--- src/rtl/seg_scan_ctrl.sv ---
// seg_scan_ctrl: 4-digit multiplexed BCD display scanner with guard gaps, frame-synchronous value updates and leading-zero blanking
//   clk, reset_n        : clock, asynchronous active-low reset
//   en                  : scan enable (0 parks the scanner in OFF)
//   wr_valid/wr_data    : offer a new 4-digit BCD value (wr_data[15:12] is the leftmost digit)
//   wr_ready            : no update pending, a new value can be taken
//   lz_blank            : blank leading zeros (digit 0 is always shown)
//   an, digit, blank    : active-low anodes, BCD code and segment-suppress for the shared decoder
//   frame_tick          : one-cycle pulse on the last driven cycle of a frame
//   bcd_err             : sticky, an accepted value held a nibble above 9
module seg_scan_ctrl #(
  parameter int DIV_CYC   = 100000,
  parameter int GUARD_CYC = 8
) (
  input  logic        clk,
  input  logic        reset_n,
  input  logic        en,
  input  logic        wr_valid,
  input  logic [15:0] wr_data,
  input  logic        lz_blank,
  output logic        wr_ready,
  output logic [3:0]  an,
  output logic [3:0]  digit,
  output logic        blank,
  output logic        frame_tick,
  output logic        bcd_err
);
  localparam int CW = $clog2(DIV_CYC);
  localparam logic [CW-1:0] G_LAST = CW'(GUARD_CYC - 1);
  localparam logic [CW-1:0] S_LAST = CW'(DIV_CYC - 1);
  typedef enum logic [1:0] {OFF, GUARD, DRIVE} state_t;
  state_t r_state, w_nstate;
  logic [CW-1:0] r_cnt, w_ncnt;
  logic [1:0] r_idx, w_nidx;
  logic [15:0] r_act, r_pend, w_nact;
  logic [3:0] r_an, r_digit, w_an, w_digit, w_nib;
  logic r_rdy, r_err, r_lz, r_blank, r_ft;
  logic w_nlz, w_lzm, w_drv, w_blank, w_ft, w_copy, w_bad;
  assign w_bad = (wr_data[15:12] > 4'd9) || (wr_data[11:8] > 4'd9) ||
                 (wr_data[7:4] > 4'd9) || (wr_data[3:0] > 4'd9);
  // Pending value becomes active at a frame boundary, or straight away while parked.
  assign w_copy = !r_rdy && (r_ft || r_state == OFF);
  always_ff @(posedge clk or negedge reset_n)
    if (!reset_n) begin
      r_state <= OFF;
      r_cnt   <= '0;
      r_idx   <= '0;
    end else begin
      r_state <= w_nstate;
      r_cnt   <= w_ncnt;
      r_idx   <= w_nidx;
    end
  // cnt runs across the whole slot: guard is 0..GUARD_CYC-1, drive the rest.
  always_comb begin
    w_nstate = r_state;
    w_ncnt   = r_cnt + 1'b1;
    w_nidx   = r_idx;
    if (!en) begin
      w_nstate = OFF;
      w_ncnt   = '0;
      w_nidx   = '0;
    end else if (r_state == OFF) begin
      w_nstate = GUARD;
      w_ncnt   = '0;
    end else if (r_state == GUARD && r_cnt == G_LAST) begin
      w_nstate = DRIVE;
    end else if (r_state == DRIVE && r_cnt == S_LAST) begin
      w_nstate = GUARD;
      w_ncnt   = '0;
      w_nidx   = r_idx + 1'b1;
    end
  end
  // Outputs are computed from next-cycle values so the registered copies line up with the state.
  always_comb begin
    w_nact  = w_copy ? r_pend : r_act;
    w_nib   = w_nact[{w_nidx, 2'b00} +: 4];
    w_nlz   = (r_state == GUARD && w_nstate == DRIVE) ? lz_blank : r_lz;
    w_lzm   = w_nlz && w_nidx != 2'd0 && (w_nact >> {w_nidx, 2'b00}) == 16'd0;
    w_drv   = w_nstate == DRIVE && w_nib <= 4'd9 && !w_lzm;
    w_an    = w_drv ? ~(4'b0001 << w_nidx) : 4'b1111;
    w_blank = !w_drv;
    w_digit = (w_nstate == OFF) ? 4'd0 : w_nib;
    w_ft    = w_nstate == DRIVE && w_ncnt == S_LAST && w_nidx == 2'd3;
  end
  always_ff @(posedge clk or negedge reset_n)
    if (!reset_n) begin
      r_act   <= '0;
      r_pend  <= '0;
      r_rdy   <= 1'b1;
      r_err   <= 1'b0;
      r_lz    <= 1'b0;
      r_an    <= 4'hF;
      r_digit <= '0;
      r_blank <= 1'b1;
      r_ft    <= 1'b0;
    end else begin
      r_act   <= w_nact;
      r_lz    <= w_nlz;
      r_an    <= w_an;
      r_digit <= w_digit;
      r_blank <= w_blank;
      r_ft    <= w_ft;
      if (wr_valid && r_rdy) begin
        r_pend <= wr_data;
        r_rdy  <= 1'b0;
        r_err  <= r_err | w_bad;
      end else if (w_copy) begin
        r_rdy  <= 1'b1;
      end
    end
  assign wr_ready   = r_rdy;
  assign an         = r_an;
  assign digit      = r_digit;
  assign blank      = r_blank;
  assign frame_tick = r_ft;
  assign bcd_err    = r_err;
endmodule

--- config.mk ---
export PLATFORM = sky130hd
export DESIGN_NAME = seg_scan_ctrl
export DESIGN_NICKNAME = d
export VERILOG_FILES = /design/src/rtl/seg_scan_ctrl.sv
export SDC_FILE = /design/constraint.sdc
export NUM_CORES = 1
export LEC_CHECK = 0
export ABC_CLOCK_PERIOD_IN_PS = 4500
export CORE_MARGIN = 3
export CORE_UTILIZATION = 35
export CTS_BUF_LIST = sky130_fd_sc_hd__clkbuf_16
export CTS_CLUSTER_DIAMETER = 100
export DETAILED_ROUTE_END_ITERATION = 6
export REMOVE_ABC_BUFFERS = 1
export SYNTH_ARGS = -nofsm -noshare
export SYNTH_HDL_FRONTEND = slang
export SYNTH_SLANG_ARGS = --single-unit
--- constraint.sdc ---
create_clock -name clk -period 4.5 [get_ports clk]
set_input_delay 0.9 -clock clk [delete_from_list [all_inputs] [get_ports clk]]
set_output_delay 0.9 -clock clk [all_outputs]
set_load 0.01 [all_outputs]
---- Yosys cells after proc, flatten, opt, wreduce, memory -nomap -nowiden ----
Index checks and enable logic that the tools add are counted.
storage, ports and cells
  register bits ........................... 66
  input bits .............................. 21
  output and inout port bits .............. 12
  word-level logic and storage cells ...... 72
operators by class
  add/sub/neg operators ................... 2
  magnitude comparators ................... 5
  equal/unequal tests ..................... 7
  shifts and indexed selects .............. 3
  multiplexer cells ....................... 18
  bitwise gates (word level) .............. 2
  reduce and logical (&&, ||, !) cells .... 23
operators by type and width
  operator                 number
  $mux W17                 4
  $eq A17 B17 Y1 const B   2
  $add A17 B1 Y17 const B  1
  $eq A17 B3 Y1 const B    1
  $gt A4 B4 Y1 const B     4
  $logic_not A16 Y1        1
  $mux W16                 1
  $mux W2                  8
  $shiftx A16 B5 Y4        1
  $shr A16 B4 Y16          1
  $logic_and A1 B1 Y1      11
  $mux W4                  2
  $eq A2 B2 Y1 const B     3
  $le A4 B4 Y1 const B     1
  $logic_not A2 Y1         2
  $logic_or A1 B1 Y1       4
  $not A4 Y4               1
  $reduce_bool A2 Y1       2
  $shl A1 B2 Y4 const A    1
  $logic_not A1 Y1         3
  $mux W1                  3
  $add A2 B1 Y2 const B    1
  $eq A2 B1 Y1 const B     1
  $or A1 B1 Y1             1

---- Longest topological paths before layout ----
  depth after elaboration ................. 14
  mapped depth ............................ 11
  mapped depth without buffers ............ 9

---- Least setup slack after synthesis ----
Ideal clock, no wire load.
  kind .................................... input-to-reg
  start ................................... input port en
  end ..................................... register r_an[1], in the netlist an[1]
  library setup time ...................... 67 ps
  data arrival time ....................... 2,924 ps
  required time ........................... 4,433 ps
  setup slack ............................. 1,509 ps
  stages on the path ...................... 8
  buffers on the path ..................... 1
  cell sequence ........................... clkbuf_1 -> inv_1 -> nor4_1 -> mux2_2 -> o2111ai_1 -> or4_1 -> or4_4 -> nand4b_1
between the ends
  word-level cells in the longest chain between the ends .. 9
ends and longest elaborated chain
  item                               RTL line  source
  start: declaration                 16        input logic en,
  $mux W2                            57        if (!en) begin
  $eq A2 B2 Y1                       76        w_nlz = (r_state == GUARD && w_nstate == DRIVE) ? lz_blank : r_lz;
  $logic_and A1 B1 Y1                76
  $mux W1                            76
  net w_nlz                          37        logic w_nlz, w_lzm, w_drv, w_blank, w_ft, w_copy, w_bad;
  $logic_and A1 B1 Y1 (2 in series)  77        w_lzm = w_nlz && w_nidx != 2'd0 && (w_nact >> {w_nidx, 2'b00}) == 16'd0;
  $logic_not A1 Y1                   78        w_drv = w_nstate == DRIVE && w_nib <= 4'd9 && !w_lzm;
  $logic_and A1 B1 Y1                78
  $mux W4                            79        w_an = w_drv ? ~(4'b0001 << w_nidx) : 4'b1111;
  net w_an[1]                        35        logic [3:0] r_an, r_digit, w_an, w_digit, w_nib;
  end signal: assignment             98        r_an <= w_an;
  end: declaration                   35
The timed path passes the listed nets, and every way through them passes these cells.
A chain may end at the register's enable or synchronous reset.

---- Worst setup path after layout ----
  start ................................... register r_cnt[0]
  end ..................................... register r_an[1], in the netlist an[1]
between the ends
  word-level cells in the longest chain between the ends .. 14
ends and longest elaborated chain
  item                                                   RTL line  source
  start: declaration                                     32        logic [CW-1:0] r_cnt, w_ncnt;
  start signal: assignment                               49        r_cnt <= w_ncnt;
  branches (longest 13 deep; another with $le A4 B4 Y1)  --
  $mux W4 *                                              79
  net w_an[1]                                            35
Mark *: on every way through the listed nets, which the timed path passes.

==> results by group <==
CTS
  • Post-CTS setup buffers: 0
  • Worst skew pair latency: between 0.3 and 0.4 ns
  • CTS max path bufs: 2
  • Root buf cell: clkbuf_16
  • CTS tree: done
  • Post-CTS Resized: 0
  • TritonCTS buffer count: 9
  • Count of hold-fix buffers inserted at cts: 0
  • Worst-path clk slew: approximately 0.060 ns
  • Htree depth: 3
  • Clk sinks: 66

Timing
  • Final Hold Viols: 0
  • Crit path time final: 3.17 ns
  • Setup Viol. Count Final: 0
  • Layout Skew: about 0.0065 ns
  • Tcrit/Tclk final: 70.4%
  • RSZ-0062 raised after global routing: no
  • Least-Margin Pin Slew: 0.931 ns
  • Setup TNS: 0 ns
  • Count of pins over their slew limit: 0
  • Max Fclk: 316 MHz
  • Max_slew headroom: 37.9%

Synth
  • Gate count of the mapped netlist: approximately 300
  • Flops & latches, synth: 66
  • Sequential area share after synthesis: about half
  • Post-synth cell types: 57
  • Yosys warning total: 0
  • Synth Cell Area: roughly 0.0033 mm^2
  • Post-synth top flop: dfrtp_1
  • EDFF count, synth: 0
  • Asr flop ratio synth: 100%
  • Syn_area_per_cell: 10.8 um^2

Min path
  • Worst hold stages: 1
  • Hold Path Class: reg -> reg

Die
  • Starting Density: 36.9%
  • Die W: a little over 100 um
  • Die Y: 103 um
  • Row cnt: 34
  • IO Count: 33
  • DIE AREA: approximately 0.011 mm^2
  • Core area: 0.00893 mm^2

Placed design
  • Port bufs: 32
  • Post-DP HPWL: 5520 um
  • Placer Congestion: a little over 0.9

Critical path
  • Worst Setup End Kind: flop
  • Startpoint types: flop
  • Max Fanout on Critical Path: 5
  • Req. time, crit path: 4.76 ns
  • Crit path kind: reg -> reg
  • Worst EP arrival: 3.43 ns
  • FF-to-FF path depth: 9

GRT
  • Initial antenna violation count: 0
  • Vias in the first global route: 2579
  • First-pass GRT wire length: between 10000 and 15000 um
  • GRT Residual Overflow: 0
  • Largest net degree at the start of global routing: 44
  • Total GRT Usage: 15.7%

Cells and area
  • Nets: 366
  • Fin util: 45.5%
  • Synth-to-Final Area Change: 23.4%
  • Diode count: 0
  • Layout cells sized above 1: 20.1%

Routing
  • Remaining antenna violation count after routing: 0
  • DR WL/cell: 16.5 um
  • First-pass DRT Iterations: 4
  • 1st-iter DRT viols: 216
  • DR vias: 2496
  • Drt drc: 0
  • Routed WL: approximately 7500 um
  • Vias per inst: 5.46

Power
  • Power share of the clock group: 41.1%
  • Switch share: between 20% and 30%
  • PD cells: 446 mW/mm^2
  • Power Internal: 1340 uW
  • Peak supply drop: 200 uV
  • Pwr Total: ~1800 uW
  • Gate power share: 16.7%
  • P_sw: 474 uW
  • Seq pwr share: roughly 42%
  • Leak Pwr: 0.00164 uW

Flow run
  • Max cap viols: 0

Run status
  • Status: finished, final reports clean
-- area by class of cell --
| cell class | count | area, um^2 |
|---|---|---|
| clock buffers | 9 | 225 |
| clock inverters | 7 | 93.8 |
| fillers | 837 | 4860 |
| inverters | 10 | 37.5 |
| multi-input cells | 220 | 1570 |
| flip-flops and latches | 66 | 1660 |
| well taps | 108 | 135 |
| repair buffers | 37 | 353 |
-- cells by family (layout without fill, tap and decap cells) --
logic type,Yosys count,in the layout,synth area share (%)
simple gates,119,119,19.8
mux,39,39,13.4
xor+xnor,13,13,3.45
buf+inv,19,63,2.24
compound gates,47,47,10.1
flops,66,66,50.3
fa+ha+maj,2,2,0.683
-- cell usage in the layout (no fill, tap or decap), types with 4 or more instances in the layout --
cell,n
clkbuf_16,9
o21ai_0,11
buf_4,5
xnor2_1,4
clkdlybuf4s50_1,31
dfstp_2,6
nor3_1,13
mux2i_1,6
nand4_1,7
o211ai_1,5
nand3_1,15
and3_1,6
a211oi_1,4
dfrtp_1,60
a21oi_1,6
inv_1,10
mux2_2,32
nor4_1,5
nand2_1,18
nor2_1,26
and2_1,4
xor2_1,9
-- state kept, by name, indices dropped and copies added, names as in the netlist, 2 cells and up --
| signal | cells |
|---|---|
| r_pend | 16 |
| r_cnt | 17 |
| r_state | 2 |
| an | 4 |
| r_act | 16 |
| r_idx | 2 |
| digit | 4 |
-- path summary, 6_finish.rpt --
kind                          start  endpoint  slack, ns
max                        r_cnt[0]     an[1]       1.33
min reg2reg                 bcd_err   bcd_err       0.48
min                         bcd_err   bcd_err       0.48
min in group asynchronous   reset_n  r_act[3]       0.71
max in group asynchronous   reset_n  wr_ready       2.87
max reg2reg                r_cnt[0]     an[1]       1.33
-- power groups by stage --
stage          registers (uW)  clock network, uW  logic, uW
6_report                  766                745        304
5_1_grt                   780                784        337
4_1_cts                   766                758        308
3_5_place_dp              775                  0        306
3_3_place_gp              770                  0        303
2_1_floorplan             757                  0        196
-- layer usage --
metal,global-route usage (%),vias up,part of all wire [%]
met1,21.8,1234,49
met4,5.08,0,1.1
met3,3.38,9,4.0
met2,24.5,49,46
met5,0,-,0
li1,-,1204,-
-- synth_stat cells (all sizes together) (2+ instances only) --
library cell	number	area, um^2
clkbuf	7	26.3
mux2	32	360
nand3b	3	22.5
buf	2	10.0
xnor2	4	35.0
or4	2	18.8
a21oi	7	38.8
inv	10	37.5
nand2	18	67.6
o211a	2	20.0
nor3	13	65.1
and4	4	37.5
and2	5	33.8
a211oi	4	30.0
nand3	15	75.1
o21ai	11	55.1
o211ai	5	37.5
or2	3	21.3
dfstp	6	158
or3	2	12.5
dfrtp	60	1500
nor4	6	52.6
xor2	9	78.8
nand4	7	43.8
o21a	3	22.5
and3	6	37.5
nand4b	3	26.3
nor2	27	104
nor2b	3	18.8
mux2i	6	60.1
-- through the flow --
| stage | setup WS (ns) | cell area [um^2] | std cells | hold WS [ns] |
|---|---|---|---|---|
| floorplan | 1.10 | 3260 | 296 | 0.441 |
| global placement | 1.14 | 3750 | 441 | 0.456 |
| detailed placement | 1.06 | 3750 | 441 | 0.459 |
| CTS | 1.33 | 4070 | 457 | 0.477 |
| global route | 1.14 | 4070 | 457 | 0.482 |
| finish | 1.33 | 4070 | 457 | 0.478 |
-- critical path: stages (launching register included) --
cell and delay [ns]:
dfrtp_1 0.42, ha_1 0.26, and4_1 0.27, and4_4 0.24
and3_1 0.23, or2_4 0.26, a31o_1 0.25, or4_1 0.52
or4_4 0.55, nand4b_1 0.11
No activity file was read; power rests on OpenSTA's default activity.
